## src/rtl/sync_arbiter.sv

```systemverilog
// sync_arbiter: round-robin arbiter that serialises N requesters onto one shared cross-domain channel
module sync_arbiter #(
  parameter int N       = 4,
  parameter int DW      = 8,
  parameter int TIMEOUT = 1023
) (
  input  logic                 CLK,
  input  logic                 rst_n,
  input  logic [N-1:0]         req,
  input  logic [N*DW-1:0]      req_data,
  output logic [N-1:0]         ack,
  output logic [N-1:0]         err,
  output logic                 ch_sig,
  output logic [DW-1:0]        ch_data,
  input  logic                 ch_busy,
  output logic [$clog2(N)-1:0] grant_id,
  output logic                 active
);
  localparam int IW = $clog2(N);
  localparam int CW = $clog2(TIMEOUT + 1);
  localparam logic [CW-1:0] TMAX = CW'(TIMEOUT);

  typedef enum logic [2:0] {IDLE, ISSUE, WAIT_BUSY, WAIT_DONE, ACK, FAIL} state_t;

  state_t        state;
  logic [IW-1:0] last;
  logic [IW-1:0] pick;
  logic          hit;
  logic [CW-1:0] cnt;
  logic [CW-1:0] cnt_inc;
  logic          tmo;
  logic [N-1:0]  hot;

  // saturating cycle counter since ch_sig; timeout fires on the cycle it would reach TIMEOUT
  always_comb begin
    cnt_inc = (cnt == TMAX) ? cnt : cnt + CW'(1);
    tmo     = cnt_inc == TMAX;
    hot     = N'(1) << grant_id;
  end

  // round-robin search starting just after the last served requester
  always_comb begin
    pick = last;
    hit  = 1'b0;
    for (int k = 1; k <= N; k++) begin
      if (!hit && req[(int'(last) + k) % N]) begin
        pick = IW'((int'(last) + k) % N);
        hit  = 1'b1;
      end
    end
  end

  // transfer FSM; every output is a flop loaded on the edge entering the state it belongs to
  always_ff @(posedge CLK or negedge rst_n) begin
    if (!rst_n) begin
      state    <= IDLE;
      ack      <= '0;
      err      <= '0;
      ch_sig   <= 1'b0;
      ch_data  <= '0;
      grant_id <= '0;
      active   <= 1'b0;
      cnt      <= '0;
      last     <= IW'(N - 1);
    end else begin
      ch_sig <= 1'b0;
      ack    <= '0;
      err    <= '0;
      case (state)
        IDLE: begin
          if (hit && !ch_busy) begin
            state    <= ISSUE;
            grant_id <= pick;
            ch_data  <= req_data[pick*DW +: DW];
            cnt      <= '0;
            ch_sig   <= 1'b1;
            active   <= 1'b1;
          end
        end
        ISSUE: begin
          state <= WAIT_BUSY;
          cnt   <= cnt_inc;
        end
        WAIT_BUSY: begin
          cnt <= cnt_inc;
          if (tmo) begin
            state <= FAIL;
            err   <= hot;
          end else if (ch_busy) begin
            state <= WAIT_DONE;
          end
        end
        WAIT_DONE: begin
          cnt <= cnt_inc;
          if (tmo) begin
            state <= FAIL;
            err   <= hot;
          end else if (!ch_busy) begin
            state <= ACK;
            ack   <= hot;
          end
        end
        ACK, FAIL: begin
          state  <= IDLE;
          last   <= grant_id;
          active <= 1'b0;
        end
        default: begin
          state  <= IDLE;
          active <= 1'b0;
        end
      endcase
    end
  end
endmodule

```

## config.mk

```make
export PLATFORM = sky130hd
export DESIGN_NAME = sync_arbiter
export DESIGN_NICKNAME = d
export VERILOG_FILES = /design/src/rtl/sync_arbiter.sv
export SDC_FILE = /design/constraint.sdc
export NUM_CORES = 1
export LEC_CHECK = 0
export BUFFER_PORTS_ARGS = -buffer_cell sky130_fd_sc_hd__buf_2
export CAP_MARGIN = 10
export CORE_MARGIN = 5
export CORE_UTILIZATION = 52
export DETAILED_ROUTE_END_ITERATION = 6
export PLACE_DENSITY = 0.81
export SETUP_SLACK_MARGIN = 0.15
export SLEW_MARGIN = 20
export SYNTH_ARGS = -nofsm -noshare
export SYNTH_HDL_FRONTEND = slang
export SYNTH_SLANG_ARGS = --single-unit
```

## constraint.sdc

```tcl
create_clock -name CLK -period 6.7 [get_ports CLK]
set_input_delay 2.01 -clock CLK [delete_from_list [all_inputs] [get_ports CLK]]
set_output_delay 2.01 -clock CLK [all_outputs]
set_load 0.02 [all_outputs]
```

==> results of run 1 <==
-- cells in the mapped netlist, drive strengths merged, types with 3 or more instances --
master and n:
a21oi 7, a311oi 3, and3 6, buf 8, clkbuf 3, dfrtp 33
inv 4, mux2 9, mux2i 5, mux4 7, nand2 10, nand2b 4
nand3 9, nand4 6, nor2 11, nor2b 4, nor3 6, nor3b 3
o21ai 9
-- layout make-up --
class	count	area, um2	area share, %
multi-input cells	127	988	42.4
well taps	48	60.1	2.58
clock inverters	1	5.00	0.215
repair buffers	59	298	12.8
flip-flops and latches	35	878	37.7
clock buffers	7	86.3	3.70
inverters	4	15.0	0.644
-- cell families after synthesis --
logic type | after synthesis | share of synthesized area, %
AO/OA/AOI/OAI | 33 | 12.9
XOR/XNOR | 1 | 0.452
adder cells (fa/ha/maj) | 1 | 0.645
buffers and inverters | 15 | 3.74
flip-flops | 35 | 45.3
multiplexers | 21 | 15.9
AND/OR/NAND/NOR | 71 | 21.0
-- critical path: cells and delay by family --
family	cells	cell delay (ns)
AND/OR/NAND/NOR	1	0.17
AO/OA/AOI/OAI	2	0.47
buffers and inverters	1	0.14
multiplexers	2	0.88
-- path summary, 6_finish.rpt --
path	start	end	slack [ns]	depth (start not counted)
setup / recovery	req[3]	ch_data[3]	3.21	6
hold / removal	ch_data[1]	ch_data[1]	0.49	2
setup reg to reg	cnt[0]	ack[0]	4.43	6
hold reg to reg	ch_data[1]	ch_data[1]	0.49	2
max in group asynchronous	rst_n	cnt[6]	4.43	1
min in group asynchronous	rst_n	err[3]	1.79	1
-- placed cells by master (no fill, tap or decap), types with 3 or more instances in the layout --
cell,count
buf_2,58
dfrtp_1,33
nor2_1,11
nand2_1,10
o21ai_0,9
mux2_2,9
nand3_1,8
a21oi_1,7
mux4_2,7
nand4_1,6
clkbuf_8,6
nor3_1,5
and3_1,5
mux2i_1,5
nand2b_1,4
nor2b_1,4
inv_1,3
nor3b_1,3
a311oi_1,3
-- per-layer routing --
metal,vias to the layer above,part of all wire [%]
met4,0,1.5
met2,67,48
met3,8,7.7
li1,778,-
met1,770,43
met5,-,0
-- flip-flops by register name (all words and copies together), names as in the netlist --
| register | flops |
|---|---|
| ch_data | 8 |
| err | 4 |
| ack | 4 |
| grant_id | 2 |
| last | 2 |
| active | 1 |
| ch_sig | 1 |
| cnt | 10 |
| state | 3 |
-- power groups by stage --
stage          logic, mW  clock network [mW]  registers (mW)
4_1_cts            0.314               0.161           0.363
3_3_place_gp       0.304                   0           0.364
3_5_place_dp       0.314                   0           0.367
6_report           0.311               0.156           0.364
5_1_grt            0.342               0.170           0.380
2_1_floorplan      0.227                   0           0.367
-- through the flow --
stage	power, mW	setup slack [ns]	utilization (%)	instance area, um2	cells
2_1_floorplan	0.594	3.17	-	1940	177
3_3_place_gp	0.668	2.98	61.6	2240	273
3_5_place_dp	0.680	2.89	61.6	2240	273
4_1_cts	0.838	3.21	64.2	2330	281
5_1_grt	0.892	3.16	64.2	2330	281
6_report	0.832	3.21	64.2	2330	281
==> impl_metrics.ini, run 1 <==
[yosys]
ys_warn_count = 0
synth_area_leaders = dfrtp_1, mux4_2, mux2_2
ys_seq_elements = 35
synth_area_um2 = 1940
yosysTopAreaCell = dfrtp_1
synth.avg_cell_area_um2 = 11.0
synth.top_cell.area_share_pct = 42.6
syn_nets = 217
ys_seq_area_share_pct = 45.3
synth_edf_count = 0
synth-main-ff-cell = dfrtp_1
yosysUniqueCellTypes = 48
synthCells = 177
ys_async_sr_fraction_pct = 100

[power_and_ir_drop]
p_int_mw = 0.511
power_frac_clock_pct = 18.7
p_comb_share_pct = 37.4
power_frac_seq_pct = 43.8
vdd_drop_max_uv = 147
p_per_area_nw_per_um2 = 357
p_sw_share_pct = 38.6
p_leak_nw = 1.09
p_switching_mw = 0.321

[cts]
clock_sinks = 35
root_buffer = clkbuf_8
cts-resized-gates = 0
cts_htree_levels = 2
cts_buffer_depth = 2
cts-buffers-inserted = 5
ctsHoldBuffers = 0
post_cts_buffers = 0
tritoncts = yes
clk_latency_ns = 0.29
path_clk_slew_ns = 0.07

[final_layout]
drive_gt1_share_pct = 39.5
fillers = 293
area.growth.synth_to_final_pct = 20.2
diodes = 0
num-nets-final = 272

[die]
die_area_um2 = 5050
die_width_um = 71.1
rows = 22
die_h_um = 71.1
start_util_pct = 53.4
core_area_um2 = 3630
ios = 59

[route]
drtIter0Drc = 138
drcViolationCount = 0
routedWlPerCell_um = 15.5
ant_nets = 0
first_pass_iters = 4
vias = 1623
routed_wl_um = 4340
routed_via_density = 5.78

[grt]
antenna_found_initial = 0
met2_usage_pct = 28.8
grt_usage_pct = 18.0
first_global_vias = 1554
busiest_layer = met2
overflow = 0
met1_usage_pct = 23.9
grt_max_degree = 36
use_met3_pct = 4.12
grt_pass1_wl_um = 7250

[critical_path]
critPathMaxFanout = 9
timing.critical_path.cells = buf_2, and3b_1, a211o_1, o31ai_4, mux4_2, mux2_2
crit_path_top_delay_cell = mux4_2
cp_data_arrival_time_ns = 3.66
required_ns = 6.87
crit_type = input port to register
cp-start-kind = input port
crit_path_end_kind = register
slowest_delay_ns = 0.59

[timing]
final_max_slew_viol_count = 0
finalCritPeriodShare_pct = 52.1
worst_pin_slew_ns = 0.755
rsz0062_at_grt = no
hold_violations = 0
finalCriticalPeriod_ns = 3.49
fin_hold_ws_ns = 0.487
fmax_mhz = 287
skew_ns = 0.00887
setup_tns_ns = 0
finalSetupViolCount = 0
maxSlewHeadroom_pct = 49.6

[hold_path]
hold_class = register to register

[placed_design]
gp_congestion = 0.781
portBuffers = 58
dp_hpwl_um = 3220

[run_status]
run_status = finished clean

[flow_run]
cap_violations = 0
(Power assumes the default switching activity.)
==> run 2: changes to the inputs <==
--- a/config.mk
+++ b/config.mk
@@ -5,12 +5,13 @@
 export SDC_FILE = /design/constraint.sdc
 export NUM_CORES = 1
 export LEC_CHECK = 0
+export ABC_AREA = 1
 export BUFFER_PORTS_ARGS = -buffer_cell sky130_fd_sc_hd__buf_2
 export CAP_MARGIN = 10
 export CORE_MARGIN = 5
 export CORE_UTILIZATION = 52
 export DETAILED_ROUTE_END_ITERATION = 6
-export PLACE_DENSITY = 0.81
+export PLACE_DENSITY = 0.78
 export SETUP_SLACK_MARGIN = 0.15
 export SLEW_MARGIN = 20
 export SYNTH_ARGS = -nofsm -noshare
==> constraint.sdc (replaced) <==
create_clock -name CLK -period 3.5 [get_ports CLK]
set_input_delay 1.05 -clock CLK [delete_from_list [all_inputs] [get_ports CLK]]
set_output_delay 1.05 -clock CLK [all_outputs]
set_load 0.02 [all_outputs]
==> impl_metrics.ini, run 2 <==
[run_status]
run_status = finished clean

[grt]
use_met3_pct = 2.58
antenna_found_initial = 0
grt_pass1_wl_um = 9470
busiest_layer = met2
first_global_vias = 2186
met2_usage_pct = 31.0
grt_max_degree = 36
overflow = 0
grt_usage_pct = 18.9
met1_usage_pct = 25.4

[yosys]
ys_seq_elements = 35
synth_area_um2 = 2330
synth.most_common_cell = nand2_1
ys_warn_count = 0
yosysUniqueCellTypes = 34
synth.top_cell.area_share_pct = 35.4
ys_seq_area_share_pct = 37.7
synth.avg_cell_area_um2 = 6.85
yosysTopAreaCell = dfrtp_1
synth.cells.most_frequent = nand2_1, inv_1, nand3_1
synthCells = 340
synth_area_leaders = dfrtp_1, nand2_1, nand3_1
synth_edf_count = 0
synth-main-ff-cell = dfrtp_1
ys_async_sr_fraction_pct = 100
syn_nets = 380

[final_layout]
area.growth.synth_to_final_pct = 18.4
mostFrequentLayoutCells = nand2_1, buf_2, inv_1, nand3_1, dfrtp_1
top_register = cnt
final_common_cell = nand2_1
drive_gt1_share_pct = 21.3
regArea_um2 = 878
diodes = 0
num-nets-final = 438
largest_register_ffs = 10
fillers = 391
reg.largest.list = cnt (10), ch_data (8)
multi_input_area_um2 = 1240

[critical_path]
crit_path_top_delay_cell = or2_1
cp_data_arrival_time_ns = 2.62
cpMostUsedCell = nand2_1
cp-start-kind = input port
startpoint = req[1]
cp_top_family = simple AND/OR/NAND/NOR gates
crit_path_end_kind = register
r2r_start = last[0]
crit_type = input port to register
cp_num_buf_inv = 1
slowest_delay_ns = 0.29
timing.critical_path.cells = buf_2, nand2_1, nand2_1, nand2_1, nand2_1, nor2_8, nand2_2, nand2_2, nand2_2, or2_1, nand3_1, nand3_1
critPathMaxFanout = 20
required_ns = 3.68

[route]
routed_wl_um = 5390
vias = 2275
ant_nets = 0
drtIter0Drc = 154
first_pass_iters = 5
drcViolationCount = 0
routedWlPerCell_um = 11.9
routed_via_density = 5.04

[cts]
cts_buffer_depth = 2
post_cts_buffers = 0
tritoncts = yes
root_buffer = clkbuf_8
ctsHoldBuffers = 0
cts_htree_levels = 2
clk_latency_ns = 0.29
path_clk_slew_ns = 0.07
clock_sinks = 35
cts-resized-gates = 0
cts-buffers-inserted = 5

[die]
ios = 59
core_area_um2 = 4350
rows = 24
die_width_um = 76.9
die_h_um = 76.9
start_util_pct = 53.5
die_area_um2 = 5920

[power_and_ir_drop]
p_leak_nw = 1.51
p_sw_share_pct = 50.9
power_frac_seq_pct = 26.5
p_per_area_nw_per_um2 = 961
p_total_mw = 2.65
p_switching_mw = 1.35
p_comb_share_pct = 59.5
power_frac_clock_pct = 14.0
vdd_drop_max_uv = 789
p_int_mw = 1.30

[timing]
finalCritPeriodShare_pct = 69.8
timing.final.ws_setup_ns = 1.06
setup_tns_ns = 0
worst_pin_slew_ns = 0.744
finalCriticalPeriod_ns = 2.44
rsz0062_at_grt = no
finalSetupViolCount = 0
fmax_mhz = 409
final_max_slew_viol_count = 0
skew_ns = 0.00597
maxSlewHeadroom_pct = 50.4
hold_violations = 0

[flow_run]
cap_violations = 0

[placed_design]
dp_hpwl_um = 4180
gp_congestion = 0.898
portBuffers = 58
place_ws_ns = 0.760

[hold_path]
hold_start = ch_data[0]
hold_class = register to register
run 2: cell count changes after synthesis, moves of 6 or more:
cell / before / now
a21oi_1: 7 / 1
inv_1: 3 / 42
mux2_2: 9 / 0
mux4_2: 7 / 0
nand2_1: 10 / 127
nand3_1: 8 / 39
nand3b_1: 0 / 9
run 2: area by class of cell:
cell class                      count  area share, %
Clock buffer                        6           2.99
Clock inverter                      2           1.27
Inverter                           44           5.99
Multi-Input combinational cell    254           45.0
Sequential cell                    35           31.9
Tap cell                           52           2.36
Timing Repair Buffer               58           10.5
run 2: power by group through the flow:
stage | logic [mW] | registers, mW | clock network [mW]
global route | 1.80 | 0.724 | 0.400
finish | 1.58 | 0.703 | 0.370
detailed placement | 1.56 | 0.708 | 0
floorplan | 1.25 | 0.743 | 0
global placement | 1.54 | 0.704 | 0
CTS | 1.58 | 0.703 | 0.379
run 2: metal layers:
layer  wire length, um  vias up
li1                  -     1212
met1              2490      993
met2              2560       64
met3               261        6
met4                80        0
met5                 0        -
run 2: kinds of logic (layout without fill, tap and decap cells):
group                      count (synthesis)  after routing  synth area share [%]
buffers and inverters                     51            110                  9.02
AOI/OAI and AO/OA                         23             23                  5.75
xor gates and xnor gates                   4              4                  1.83
adders and majority gates                  1              1                 0.537
DFF                                       35             35                  37.7
and+or+nand+nor                          226            226                  45.2
run 2: stage by stage:
step,area (um2),util [%],hold slack [ns],cells
detailed placement,2640,60.6,0.461,443
finish,2760,63.3,0.483,451
CTS,2760,63.3,0.479,451
global placement,2640,60.6,0.466,443
floorplan,2330,-,0.511,340
global route,2760,63.3,0.519,451
run 2: path summary, 6_finish.rpt:
check / endpoint / slack (ns) / depth (start not counted)
worst min register to register: ch_data[0] / 0.48 / 2
worst max register to register: ch_data[3] / 1.06 / 12
worst max-delay path: ch_data[3] / 1.06 / 12
min in group asynchronous: ack[2] / 0.82 / 1
worst min-delay path: ch_data[0] / 0.48 / 2
max in group asynchronous: ch_sig / 2.20 / 1
run 2: tightest hold or removal path, cell delays in order, from the launching register on:
cell and delay [ns]:
dfrtp_1 0.35, nand2_1 0.05, nand2_1 0.05
==> run 3: changes to the inputs <==
==> constraint.sdc (replaced) <==
create_clock -name CLK -period 2.3 [get_ports CLK]
set_input_delay 0.69 -clock CLK [delete_from_list [all_inputs] [get_ports CLK]]
set_output_delay 0.69 -clock CLK [all_outputs]
set_load 0.02 [all_outputs]
==> impl_metrics.ini, run 3 (synthesized netlist as in run 2, its figures left out) <==
[run_status]
run_status = finished clean

[route]
routed_via_density = 5.25
ant_nets = 0
drtIter0Drc = 240
routed_wl_um = 5850
routedWlPerCell_um = 12.6
first_pass_iters = 5
vias = 2437
drcViolationCount = 0

[timing]
finalSetupViolCount = 0
timing.final.ws_setup_ns = 0.254
hold_violations = 0
maxSlewHeadroom_pct = 50.2
final_max_slew_viol_count = 0
fmax_mhz = 489
finalCritPeriodShare_pct = 89.0
worst_pin_slew_ns = 0.747
setup_tns_ns = 0
finalCriticalPeriod_ns = 2.05
rsz0062_at_grt = yes
skew_ns = 0.00640

[cts]
cts_htree_levels = 2
path_clk_slew_ns = 0.07
clock_sinks = 35
cts_buffer_depth = 2
root_buffer = clkbuf_8
ctsHoldBuffers = 0
tritoncts = yes
clk_latency_ns = 0.29
cts-buffers-inserted = 5

[grt]
grt_usage_pct = 19.9
antenna_found_initial = 0
first_global_vias = 2322
overflow = 0
grt_pass1_wl_um = 9970
grt_max_degree = 36

[die]
ios = 59
die_area_um2 = 5920
rows = 24
start_util_pct = 53.5
die_width_um = 76.9
core_area_um2 = 4350
die_h_um = 76.9

[power_and_ir_drop]
p_per_area_nw_per_um2 = 1480
vdd_drop_max_uv = 1100
p_total_mw = 4.39
p_leak_nw = 1.60

[final_layout]
design_area_um2 = 2970
largest_register_ffs = 10
top_register = cnt
final_common_cell = nand2_1
area.growth.synth_to_final_pct = 27.6
drive_gt1_share_pct = 29.4
reg.largest.list = cnt (10), ch_data (8)
diodes = 0
mostFrequentLayoutCells = nand2_1, buf_2, inv_1, nand3_1, dfrtp_1
finalNonFillerCells = 464
fillers = 377
num-nets-final = 451

[critical_path]
crit_path_end_kind = register
cp-start-kind = register
cp_data_arrival_time_ns = 2.23
required_ns = 2.49
critPathMaxFanout = 10
crit_type = register to register

[flow_run]
cap_violations = 0

[placed_design]
dp_hpwl_um = 4270
gp_congestion = 0.874
place_ws_ns = 0.0582
portBuffers = 58
place_inst = 447
place_area_um2 = 2670

[hold_path]
hold_class = input port to async pin
==> run 3: cell types whose count changed in the layout (fill, tap and decap cells not counted), moves of 4 or more <==
cell and change:
nand2_1 -7, buf_4 +11, nand3_1 -5, nand2_2 +5, nor2_1 -5, nor2_2 +5, nand3_2 +4
==> run 3: path summary, 6_finish.rpt <==
path | from | end | slack [ns] | cells past startpoint
worst max register to register | last[0] | ch_data[5] | 0.25 | 14
worst max-delay path | last[0] | ch_data[5] | 0.25 | 14
worst min-delay path | rst_n | ack[1] | 0.47 | 1
worst min register to register | ch_data[0] | ch_data[0] | 0.48 | 2
max in group asynchronous | rst_n | cnt[6] | 1.36 | 1
min in group CLK | ch_data[0] | ch_data[0] | 0.48 | 2
==> run 3: where the power goes <==
group	internal [mW]	leakage [nW]	switching, mW
registers	0.846	0.451	0.216
logic	0.974	1.08	1.78
clock network	0.356	0.0618	0.222
==> run 3: area by class of cell <==
class / instances / area (um2) / share of cell area (%)
Clock buffer: 6 / 82.6 / 2.78
Sequential cell: 35 / 878 / 29.5
Clock inverter: 2 / 38.8 / 1.30
Multi-Input combinational cell: 255 / 1360 / 45.6
Inverter: 44 / 168 / 5.64
Timing Repair Buffer: 70 / 384 / 12.9
Tap cell: 52 / 65.1 / 2.19
==> run 3: worst max-delay path, stage by stage, from the launching register on <==
cell     delay, ns
dfstp_2       0.57
buf_4         0.16
nand2_1       0.07
nand2_1       0.09
nand2_1       0.11
nand2_4       0.13
inv_1         0.06
nand3_1       0.09
nand3_1       0.10
nand2_2       0.18
inv_1         0.13
nand2_1       0.09
nand2_1       0.05
nand2_1       0.05
nand2_1       0.04
==> run 3: timing repair <==
item	4_1_cts	5_1_grt
gates cloned	0	1
gates resized for setup	5	26
setup buffers	0	8
endpoints found under the setup margin	15	30
pin swaps	0	8
==> run 3: per-layer routing <==
layer	share of wire (%)	track usage, %
met3	6.2	4.22
met1	44	25.4
met2	49	33.4
met4	1.1	6.12
met5	0	0
==> run 3: per-stage QoR <==
stage | util [%] | hold WS (ns)
after CTS | 64.5 | 0.489
after global placement | 61.3 | 0.461
after floorplan | - | 0.394
after global routing | 68.3 | 0.515
after detailed placement | 61.3 | 0.469
final | 68.3 | 0.468
